===== src/rtl/ram_bus_ctrl_pkg.sv =====
// ram_bus_ctrl_pkg
//   Shared types for the RAM bus controller:
//   - state_t : bus sequencer FSM encoding (IDLE, ADDR, STROBE, HOLD)
//   - req_t   : one queued access {we, addr, wdata}
//   - REQ_W   : packed width of req_t, used to size the request queue
package ram_bus_ctrl_pkg;

    localparam int ADDR_W = 8;
    localparam int DATA_W = 8;

    typedef enum logic [1:0] {
        ST_IDLE   = 2'd0,
        ST_ADDR   = 2'd1,
        ST_STROBE = 2'd2,
        ST_HOLD   = 2'd3
    } state_t;

    typedef struct packed {
        logic              we;
        logic [ADDR_W-1:0] addr;
        logic [DATA_W-1:0] wdata;
    } req_t;

    localparam int REQ_W = $bits(req_t);

endpackage


===== src/rtl/ram_req_fifo.sv =====
// ram_req_fifo
//   Synchronous FIFO holding pending RAM requests.
//   Ports:
//     clk, rst_n   : clock, async active-low reset (empties the queue)
//     push, wdata  : enqueue; ignored while full (even with a same-cycle pop)
//     pop          : dequeue head; ignored while empty
//     rdata        : current head entry
//     full, empty  : occupancy flags
module ram_req_fifo #(
    parameter int DEPTH = 4,
    parameter int WIDTH = 17
) (
    input  logic             clk,
    input  logic             rst_n,
    input  logic             push,
    input  logic [WIDTH-1:0] wdata,
    input  logic             pop,
    output logic [WIDTH-1:0] rdata,
    output logic             full,
    output logic             empty
);

    localparam int AW = (DEPTH > 1) ? $clog2(DEPTH) : 1;
    localparam logic [AW:0] FULL_CNT = DEPTH[AW:0];

    logic [WIDTH-1:0] r_mem [DEPTH];
    logic [AW-1:0]    r_wptr;
    logic [AW-1:0]    r_rptr;
    logic [AW:0]      r_count;
    logic             w_push;
    logic             w_pop;

    assign full   = (r_count == FULL_CNT);
    assign empty  = (r_count == '0);
    assign w_push = push && !full;
    assign w_pop  = pop && !empty;
    assign rdata  = r_mem[r_rptr];

    // Storage needs no reset; validity is tracked by r_count.
    always_ff @(posedge clk) begin
        if (w_push) r_mem[r_wptr] <= wdata;
    end

    // DEPTH is a power of two, so pointers wrap by natural overflow.
    always_ff @(posedge clk or negedge rst_n) begin
        if (!rst_n) begin
            r_wptr  <= '0;
            r_rptr  <= '0;
            r_count <= '0;
        end else begin
            if (w_push) r_wptr <= r_wptr + AW'(1);
            if (w_pop)  r_rptr <= r_rptr + AW'(1);
            case ({w_push, w_pop})
                2'b10:   r_count <= r_count + (AW+1)'(1);
                2'b01:   r_count <= r_count - (AW+1)'(1);
                default: r_count <= r_count;
            endcase
        end
    end

endmodule


===== src/rtl/ram_bus_ctrl.sv =====
// ram_bus_ctrl
//   Queues RAM accesses and plays them onto a simple async-RAM bus one at a
//   time, in acceptance order.
//   Ports:
//     clk, rst_n                         : clock, async active-low reset
//     req_valid/req_ready                : request handshake
//     req_we, req_addr, req_wdata        : request payload
//     rsp_valid, rsp_data                : one-cycle read response
//     A, Dd, wr                          : RAM address, write data, strobe
//     D                                  : RAM combinational read data
//     busy                               : work queued or in flight
module ram_bus_ctrl
    import ram_bus_ctrl_pkg::*;
#(
    parameter int FIFO_DEPTH = 4
) (
    input  logic              clk,
    input  logic              rst_n,
    input  logic              req_valid,
    output logic              req_ready,
    input  logic              req_we,
    input  logic [ADDR_W-1:0] req_addr,
    input  logic [DATA_W-1:0] req_wdata,
    output logic              rsp_valid,
    output logic [DATA_W-1:0] rsp_data,
    output logic [ADDR_W-1:0] A,
    output logic [DATA_W-1:0] Dd,
    output logic              wr,
    input  logic [DATA_W-1:0] D,
    output logic              busy
);

    state_t            r_state;
    logic              r_we;
    logic [ADDR_W-1:0] r_a;
    logic [DATA_W-1:0] r_dd;
    logic              r_wr;
    logic              r_rsp_valid;
    logic [DATA_W-1:0] r_rsp_data;

    req_t              w_in;
    req_t              w_head;
    logic              w_full;
    logic              w_empty;
    logic              w_push;
    logic              w_pop;

    assign w_in      = '{we: req_we, addr: req_addr, wdata: req_wdata};
    assign req_ready = !w_full;
    assign w_push    = req_valid && !w_full;
    assign w_pop     = (r_state == ST_IDLE) && !w_empty;
    assign busy      = !w_empty || (r_state != ST_IDLE);

    ram_req_fifo #(
        .DEPTH (FIFO_DEPTH),
        .WIDTH (REQ_W)
    ) u_fifo (
        .clk   (clk),
        .rst_n (rst_n),
        .push  (w_push),
        .wdata (w_in),
        .pop   (w_pop),
        .rdata (w_head),
        .full  (w_full),
        .empty (w_empty)
    );

    // Bus sequencer. Every bus output is a flop so the strobe cannot glitch;
    // the async reset clears wr immediately, so an interrupted STROBE never
    // produces a second rising edge.
    always_ff @(posedge clk or negedge rst_n) begin
        if (!rst_n) begin
            r_state     <= ST_IDLE;
            r_we        <= 1'b0;
            r_a         <= '0;
            r_dd        <= '0;
            r_wr        <= 1'b0;
            r_rsp_valid <= 1'b0;
            r_rsp_data  <= '0;
        end else begin
            r_wr        <= 1'b0;
            r_rsp_valid <= 1'b0;
            unique case (r_state)
                ST_IDLE: begin
                    if (!w_empty) begin
                        r_a     <= w_head.addr;
                        r_dd    <= w_head.wdata;
                        r_we    <= w_head.we;
                        r_state <= ST_ADDR;
                    end
                end
                ST_ADDR: begin
                    if (r_we) begin
                        r_wr    <= 1'b1;
                        r_state <= ST_STROBE;
                    end else begin
                        // A has been stable a full cycle; D is settled.
                        r_rsp_data  <= D;
                        r_rsp_valid <= 1'b1;
                        r_state     <= ST_IDLE;
                    end
                end
                ST_STROBE: r_state <= ST_HOLD;
                ST_HOLD:   r_state <= ST_IDLE;
                default:   r_state <= ST_IDLE;
            endcase
        end
    end

    assign A         = r_a;
    assign Dd        = r_dd;
    assign wr        = r_wr;
    assign rsp_valid = r_rsp_valid;
    assign rsp_data  = r_rsp_data;

endmodule


===== config.mk =====
export PLATFORM = sky130hd
export DESIGN_NAME = ram_bus_ctrl
export DESIGN_NICKNAME = d
export VERILOG_FILES = /design/src/rtl/ram_bus_ctrl_pkg.sv /design/src/rtl/ram_req_fifo.sv /design/src/rtl/ram_bus_ctrl.sv
export SDC_FILE = /design/constraint.sdc
export NUM_CORES = 1
export LEC_CHECK = 0
export ABC_AREA = 1
export ABC_CLOCK_PERIOD_IN_PS = 3100
export CAP_MARGIN = 30
export CORE_MARGIN = 2
export CORE_UTILIZATION = 59
export CTS_CLUSTER_SIZE = 25
export DETAILED_ROUTE_END_ITERATION = 10
export PLACE_DENSITY = 0.84
export SYNTH_ARGS = -nofsm -noshare
export SYNTH_HDL_FRONTEND = slang
export SYNTH_HIERARCHICAL = 1
export SYNTH_SLANG_ARGS = --single-unit
export TNS_END_PERCENT = 30

===== constraint.sdc =====
create_clock -name clk -period 3.1 [get_ports clk]
set_input_delay 0.775 -clock clk [delete_from_list [all_inputs] [get_ports clk]]
set_output_delay 0.775 -clock clk [all_outputs]
set_load 0.01 [all_outputs]

==> results of run 1 <==
registers in the layout, indices dropped and copies added, names as in the netlist, named ones only:
name / flops
u_fifo/r_mem: 68
A: 8
Dd: 8
rsp_data: 8
u_fifo/r_count: 3
u_fifo/r_rptr: 2
u_fifo/r_wptr: 2
r_state: 1
r_we: 1
rsp_valid: 1
wr: 1
synthesized netlist by cell type, drive strengths merged:
cell      n  share of area (%)
fa        1               0.46
dfrtp    36                 21
o21ai     2               0.23
a21oi     1               0.11
ha        5                1.4
nor2      6               0.89
edfxtp   68                 47
inv      58                5.0
xnor2     1               0.20
nand2   121                 11
clkinv    1              0.086
o211ai   34                6.1
nand4     9                1.3
nand3    26                3.1
buf      15                3.3
power by group:
group	switching, mW	total, mW	internal, mW
clock network	0.468	0.772	0.304
registers	0.216	2.13	1.92
logic	1.23	2.03	0.807
cell families (layout without fill, tap and decap cells):
logic type               count (synthesis)  count (layout)
AO/OA/AOI/OAI                           37              37
XOR/XNOR                                 1               1
adder cells (fa/ha/maj)                  6               6
buffers and inverters                   74             137
flip-flops                             104             104
AND/OR/NAND/NOR                        162             162
path summary, 6_finish.rpt:
check | startpoint | end | slack [ps] | depth (start not counted)
max | r_state[0] | busy | 480 | 3
min | Dd[6] | Dd[6] | 480 | 2
max reg2reg | u_fifo/r_count[0] | u_fifo/r_count[2] | 610 | 15
min reg2reg | Dd[6] | Dd[6] | 480 | 2
max in group asynchronous | rst_n | rsp_data[5] | 1960 | 2
min in group asynchronous | rst_n | wr | 820 | 2
cell type report:
class | count | area share (%)
inverter | 59 | 4.30
clock buffer | 10 | 2.48
tap | 99 | 2.40
multi-input combinational | 206 | 20.7
timing repair buffer | 62 | 11.9
sequential | 104 | 57.1
clock inverter | 6 | 1.02
layer usage:
metal / global-route usage [%] / up-vias
met3: 4.36 / 15
met1: 27.6 / 1374
li1: - / 1395
met5: 0 / -
met2: 36.4 / 77
met4: 8.72 / 0
per-stage QoR:
| step | power (mW) | cell area, um2 | hold slack [ps] |
|---|---|---|---|
| after global placement | 4.05 | 4950 | 453 |
| final | 4.94 | 5150 | 477 |
| after detailed placement | 4.16 | 4950 | 461 |
| after CTS | 4.93 | 5130 | 484 |
| after global routing | 5.32 | 5150 | 505 |
| after floorplan | 3.52 | 4380 | 446 |
worst reg2reg max path: stages (launching register included):
cell and delay [ps]:
dfrtp_1 380, inv_1 90, nand3_1 160, inv_1 120
inv_2 270, nand2_4 200, inv_1 150, nand2_1 100
inv_1 70, ha_1 150, inv_1 60, fa_1 370
nand2_1 100, nand3_1 70, nand2_1 60, nand2_1 40
==> results.py, run 1 <==
metrics = {
    "run_status": {
        "status": "completed",
    },
    "cts": {
        "cts_hold_buf": 0,
        "ctsResizeCount": 0,
        "clk_latency_ps": 360,
        "cts_inserted_buffers": 9,
        "postCtsSetupBuffers": 0,
        "cts_tree": "built",
        "clock-sinks": 104,
        "htree_levels": 3,
        "clk_pin_slew_worst_paths_ps": 100,
        "cts_root_buffer": "clkbuf_8",
        "clockBufferDepth": 2,
    },
    "yosys": {
        "synth_area_mm2": 0.00438,
        "syn_area_per_cell_um2": 11.4,
        "postSynthCellCount": 384,
        "yosys.area_share.simple_pct": 15.9,
        "synth_seq_cells": 104,
        "synth_xor_area_share_pct": 0.200,
        "synth_cell_types": 23,
        "synth_warnings": 6,
        "synth_nets": 418,
        "synth_fa_ha_area_share_pct": 1.89,
        "ys_seq_area_share_pct": 67.3,
        "synth_top_family_by_area": "simple AND/OR/NAND/NOR gates",
        "yosys-mux-area-fraction_pct": 0,
        "synth-compound-area-share_pct": 6.41,
    },
    "timing": {
        "drv_slew": 0,
        "tightestPinTransition_ps": 527,
        "max_slew_margin_pct": 64.9,
        "rsz0062_at_grt": "no",
        "report.final.hold_viol_count": 0,
        "finalWorstSetupSlack_ps": 477,
        "fmaxAchievable_ghz": 0.381,
        "finalSetupViolCount": 0,
        "fin_skew_ps": 8.24,
        "period_share_pct": 84.6,
        "setup_tns_ps": 0,
        "fin_crit_ps": 2620,
    },
    "final_layout": {
        "layout_commonest_cell": "nand2_1",
        "seq_area_mm2": 0.00294,
        "final_util_pct": 71.4,
        "antenna_cells": 0,
        "fill_cells": 502,
        "nets": 476,
        "drive_above_1_share_pct": 7.16,
        "final_cells": 546,
        "area_delta_synth_final_pct": 17.8,
        "multiInputGateArea_mm2": 0.00107,
        "final_cell_mix": "nand2_1, edfxtp_1, inv_1, clkdlybuf4s50_1, dfrtp_1",
    },
    "setup_path": {
        "worstPathRequired_ps": 2320,
        "cp-start-kind": "register",
        "slowest_stage": "dfrtp_1",
        "path_cells": "nor2_8 > nand2_1 > clkdlybuf4s50_1",
        "path_max_fanout": 19,
        "end_kind": "output pin",
        "path_class": "register to output pin",
        "crit_arrival_ps": 1850,
        "crit_buf_inv": 1,
        "critical_path.max_stage_delay_ps": 580,
        "crit_family": "flip-flops",
    },
    "floorplanning": {
        "dieArea_mm2": 0.00812,
        "rows": 31,
        "die_h_um": 90.1,
        "start_util_pct": 60.6,
        "die_w_um": 90.1,
        "ios": 56,
        "core_mm2": 0.00721,
    },
    "job": {
        "max-cap-violations": 0,
    },
    "grt": {
        "overflow": 0,
        "grt_max_degree": 71,
        "antenna_found_initial": 0,
        "grt_pass1_vias": 2854,
        "track_usage_pct": 21.6,
        "grt_pass1_wl_mm": 13.8,
    },
    "routing": {
        "wl_met2_mm": 4.19,
        "dr.pass1.iters": 6,
        "wl_per_cell_um": 14.9,
        "drtIter0Drc": 166,
        "dr_wl_met3_um": 384,
        "routed.top_layer": "met4",
        "antenna_left": 0,
        "drt-total-wl_mm": 8.13,
        "met1_length_mm": 3.40,
        "drcViolationCount": 0,
        "num_vias": 2861,
        "vias_per_cell": 5.24,
    },
    "placed_design": {
        "port_buffers": 55,
        "preCtsSetupSlack_ps": 526,
        "place.gp.congestion": 0.775,
        "dp_hpwl_mm": 5.26,
        "dp_cells": 529,
    },
    "pwr": {
        "ir_drop_uv": 376,
        "leakage_nw": 2.26,
        "powerDensity_mw_per_mm2": 958,
    },
    "hold_path": {
        "hp-class": "register to register",
    },
}
(Power assumes the default switching activity.)
==> inputs of run 2 (changes only) <==
Settings changed: ABC_CLOCK_PERIOD_IN_PS 3100 to 2650, CORE_UTILIZATION 59 to 55, PLACE_DENSITY 0.84 to 0.79.
Clock period 3.1 ns to 2.65 ns, I/O delays scaled along.
==> results.py, run 2 (synthesis results as in run 1) <==
metrics = {
    "routing": {
        "antenna_left": 0,
        "vias_per_cell": 5.11,
        "drtIter0Drc": 118,
        "wl_per_cell_um": 13.9,
        "drcViolationCount": 0,
        "dr.pass1.iters": 4,
        "drt-total-wl_mm": 7.64,
        "num_vias": 2805,
    },
    "setup_path": {
        "cp-start-kind": "register",
        "rr_worst_depth": 15,
        "regToRegEndpoint": "u_fifo/r_count[2]",
        "end_kind": "output pin",
        "crit_arrival_ps": 1780,
        "reg2reg_from": "u_fifo/r_count[0]",
        "path_class": "register to output pin",
        "path_max_fanout": 4,
        "r2r_slack_ps": 340,
        "worstPathRequired_ps": 1990,
    },
    "grt": {
        "antenna_found_initial": 0,
        "track_usage_pct": 18.8,
        "grt.busiest_layer": "met2",
        "use_met3_pct": 2.58,
        "grt_pass1_vias": 2610,
        "grt.met2_usage_pct": 30.4,
        "overflow": 0,
        "met1_usage_pct": 25.6,
        "grt_max_degree": 37,
        "grt_pass1_wl_mm": 12.6,
    },
    "final_layout": {
        "fin_area_mm2": 0.00518,
        "drive_above_1_share_pct": 6.94,
        "antenna_cells": 0,
        "final_cells": 549,
        "layout_commonest_cell": "nand2_1",
        "final_util_pct": 67.1,
        "nets": 476,
        "area_delta_synth_final_pct": 18.4,
        "largest_reg_flops": 68,
        "final_cell_mix": "nand2_1, edfxtp_1, inv_1",
        "regMostFlops": "u_fifo/r_mem",
    },
    "cts": {
        "postCtsSetupBuffers": 0,
        "htree_levels": 3,
        "clockBufferDepth": 2,
        "cts_tree": "built",
        "clk_latency_ps": 350,
        "cts_inserted_buffers": 9,
        "clock-sinks": 104,
        "cts_root_buffer": "clkbuf_8",
        "clk_pin_slew_worst_paths_ps": 90,
        "cts_hold_buf": 0,
    },
    "placed_design": {
        "preCtsSetupSlack_ps": 111,
        "place_area_mm2": 0.00497,
        "place.gp.congestion": 0.797,
        "port_buffers": 55,
        "dp_cells": 533,
        "dp_hpwl_mm": 5.17,
    },
    "pwr": {
        "pwr-share-clk_pct": 16.6,
        "ir_drop_uv": 582,
        "sequentialPowerShare_pct": 42.1,
        "powerDensity_mw_per_mm2": 1130,
        "p_int_mw": 3.70,
        "p_total_mw": 5.84,
        "leakage_nw": 2.27,
        "switching_share_pct": 36.7,
        "p_comb_share_pct": 41.3,
        "power.switching_mw": 2.15,
    },
    "run_status": {
        "status": "completed",
    },
    "job": {
        "max-cap-violations": 0,
    },
    "floorplanning": {
        "dieArea_mm2": 0.00868,
        "core_mm2": 0.00773,
        "die_h_um": 93.2,
        "rows": 32,
        "ios": 56,
        "start_util_pct": 56.6,
        "die_w_um": 93.2,
    },
    "timing": {
        "finalSetupViolCount": 0,
        "fin_crit_ps": 2440,
        "max_slew_margin_pct": 48.8,
        "hold-worst-slack_ps": 375,
        "tightestPinTransition_ps": 768,
        "fin_skew_ps": 10.1,
        "fmaxAchievable_ghz": 0.410,
        "period_share_pct": 92.1,
        "finalWorstSetupSlack_ps": 210,
        "setup_tns_ps": 0,
        "rsz0062_at_grt": "no",
        "drv_slew": 0,
        "report.final.hold_viol_count": 0,
    },
    "hold_path": {
        "hp-class": "primary input to async pin",
    },
}
[run 2: timing repair]
action | 4_1_cts | 5_1_grt
setup endpoints to repair | 0 | 1
gates resized for setup | 0 | 3
endpoints found under the hold margin | 0 | 0
[run 2: worst max-delay path: stages, from the launching register on]
cell	delay, ps
dfrtp_1	410
inv_1	120
nand3_1	140
inv_1	170
nand2_1	80
clkdlybuf4s50_1	510
[run 2: area by class of cell]
class                      count  area, um2
sequential                   104       2940
fill                         566       2540
clock buffer                  13        160
clock inverter                 3       40.0
inverter                      59        224
timing repair buffer          62        611
tap                          102        128
multi-input combinational    206       1080
[run 2: worst max-delay path by stage]
| stage | start | endpoint | cells past startpoint |
|---|---|---|---|
| detailed placement | req_valid | u_fifo/r_count[1] | 8 |
| finish | u_fifo/r_count[0] | busy | 5 |
| floorplan | req_valid | u_fifo/r_mem[0][0] | 4 |
| global placement | req_valid | u_fifo/r_count[1] | 8 |
| global route | u_fifo/r_count[0] | busy | 5 |
| CTS | u_fifo/r_count[0] | u_fifo/r_count[2] | 15 |
[run 2: power groups by stage]
| stage | Clock [mW] | Sequential (mW) | Combinational [mW] |
|---|---|---|---|
| finish | 0.968 | 2.46 | 2.41 |
| global route | 1.05 | 2.51 | 2.74 |
| CTS | 0.992 | 2.46 | 2.42 |
| detailed placement | 0 | 2.49 | 2.41 |
| global placement | 0 | 2.48 | 2.33 |
| floorplan | 0 | 2.56 | 1.56 |
[run 2: per-layer routing]
metal / share of wire [%] / routed length, um / vias up
li1: - / - / 1393
met1: 44 / 3340 / 1318
met2: 50 / 3850 / 83
met3: 4.6 / 352 / 11
met4: 1.3 / 100 / 0
met5: 0 / 0 / -
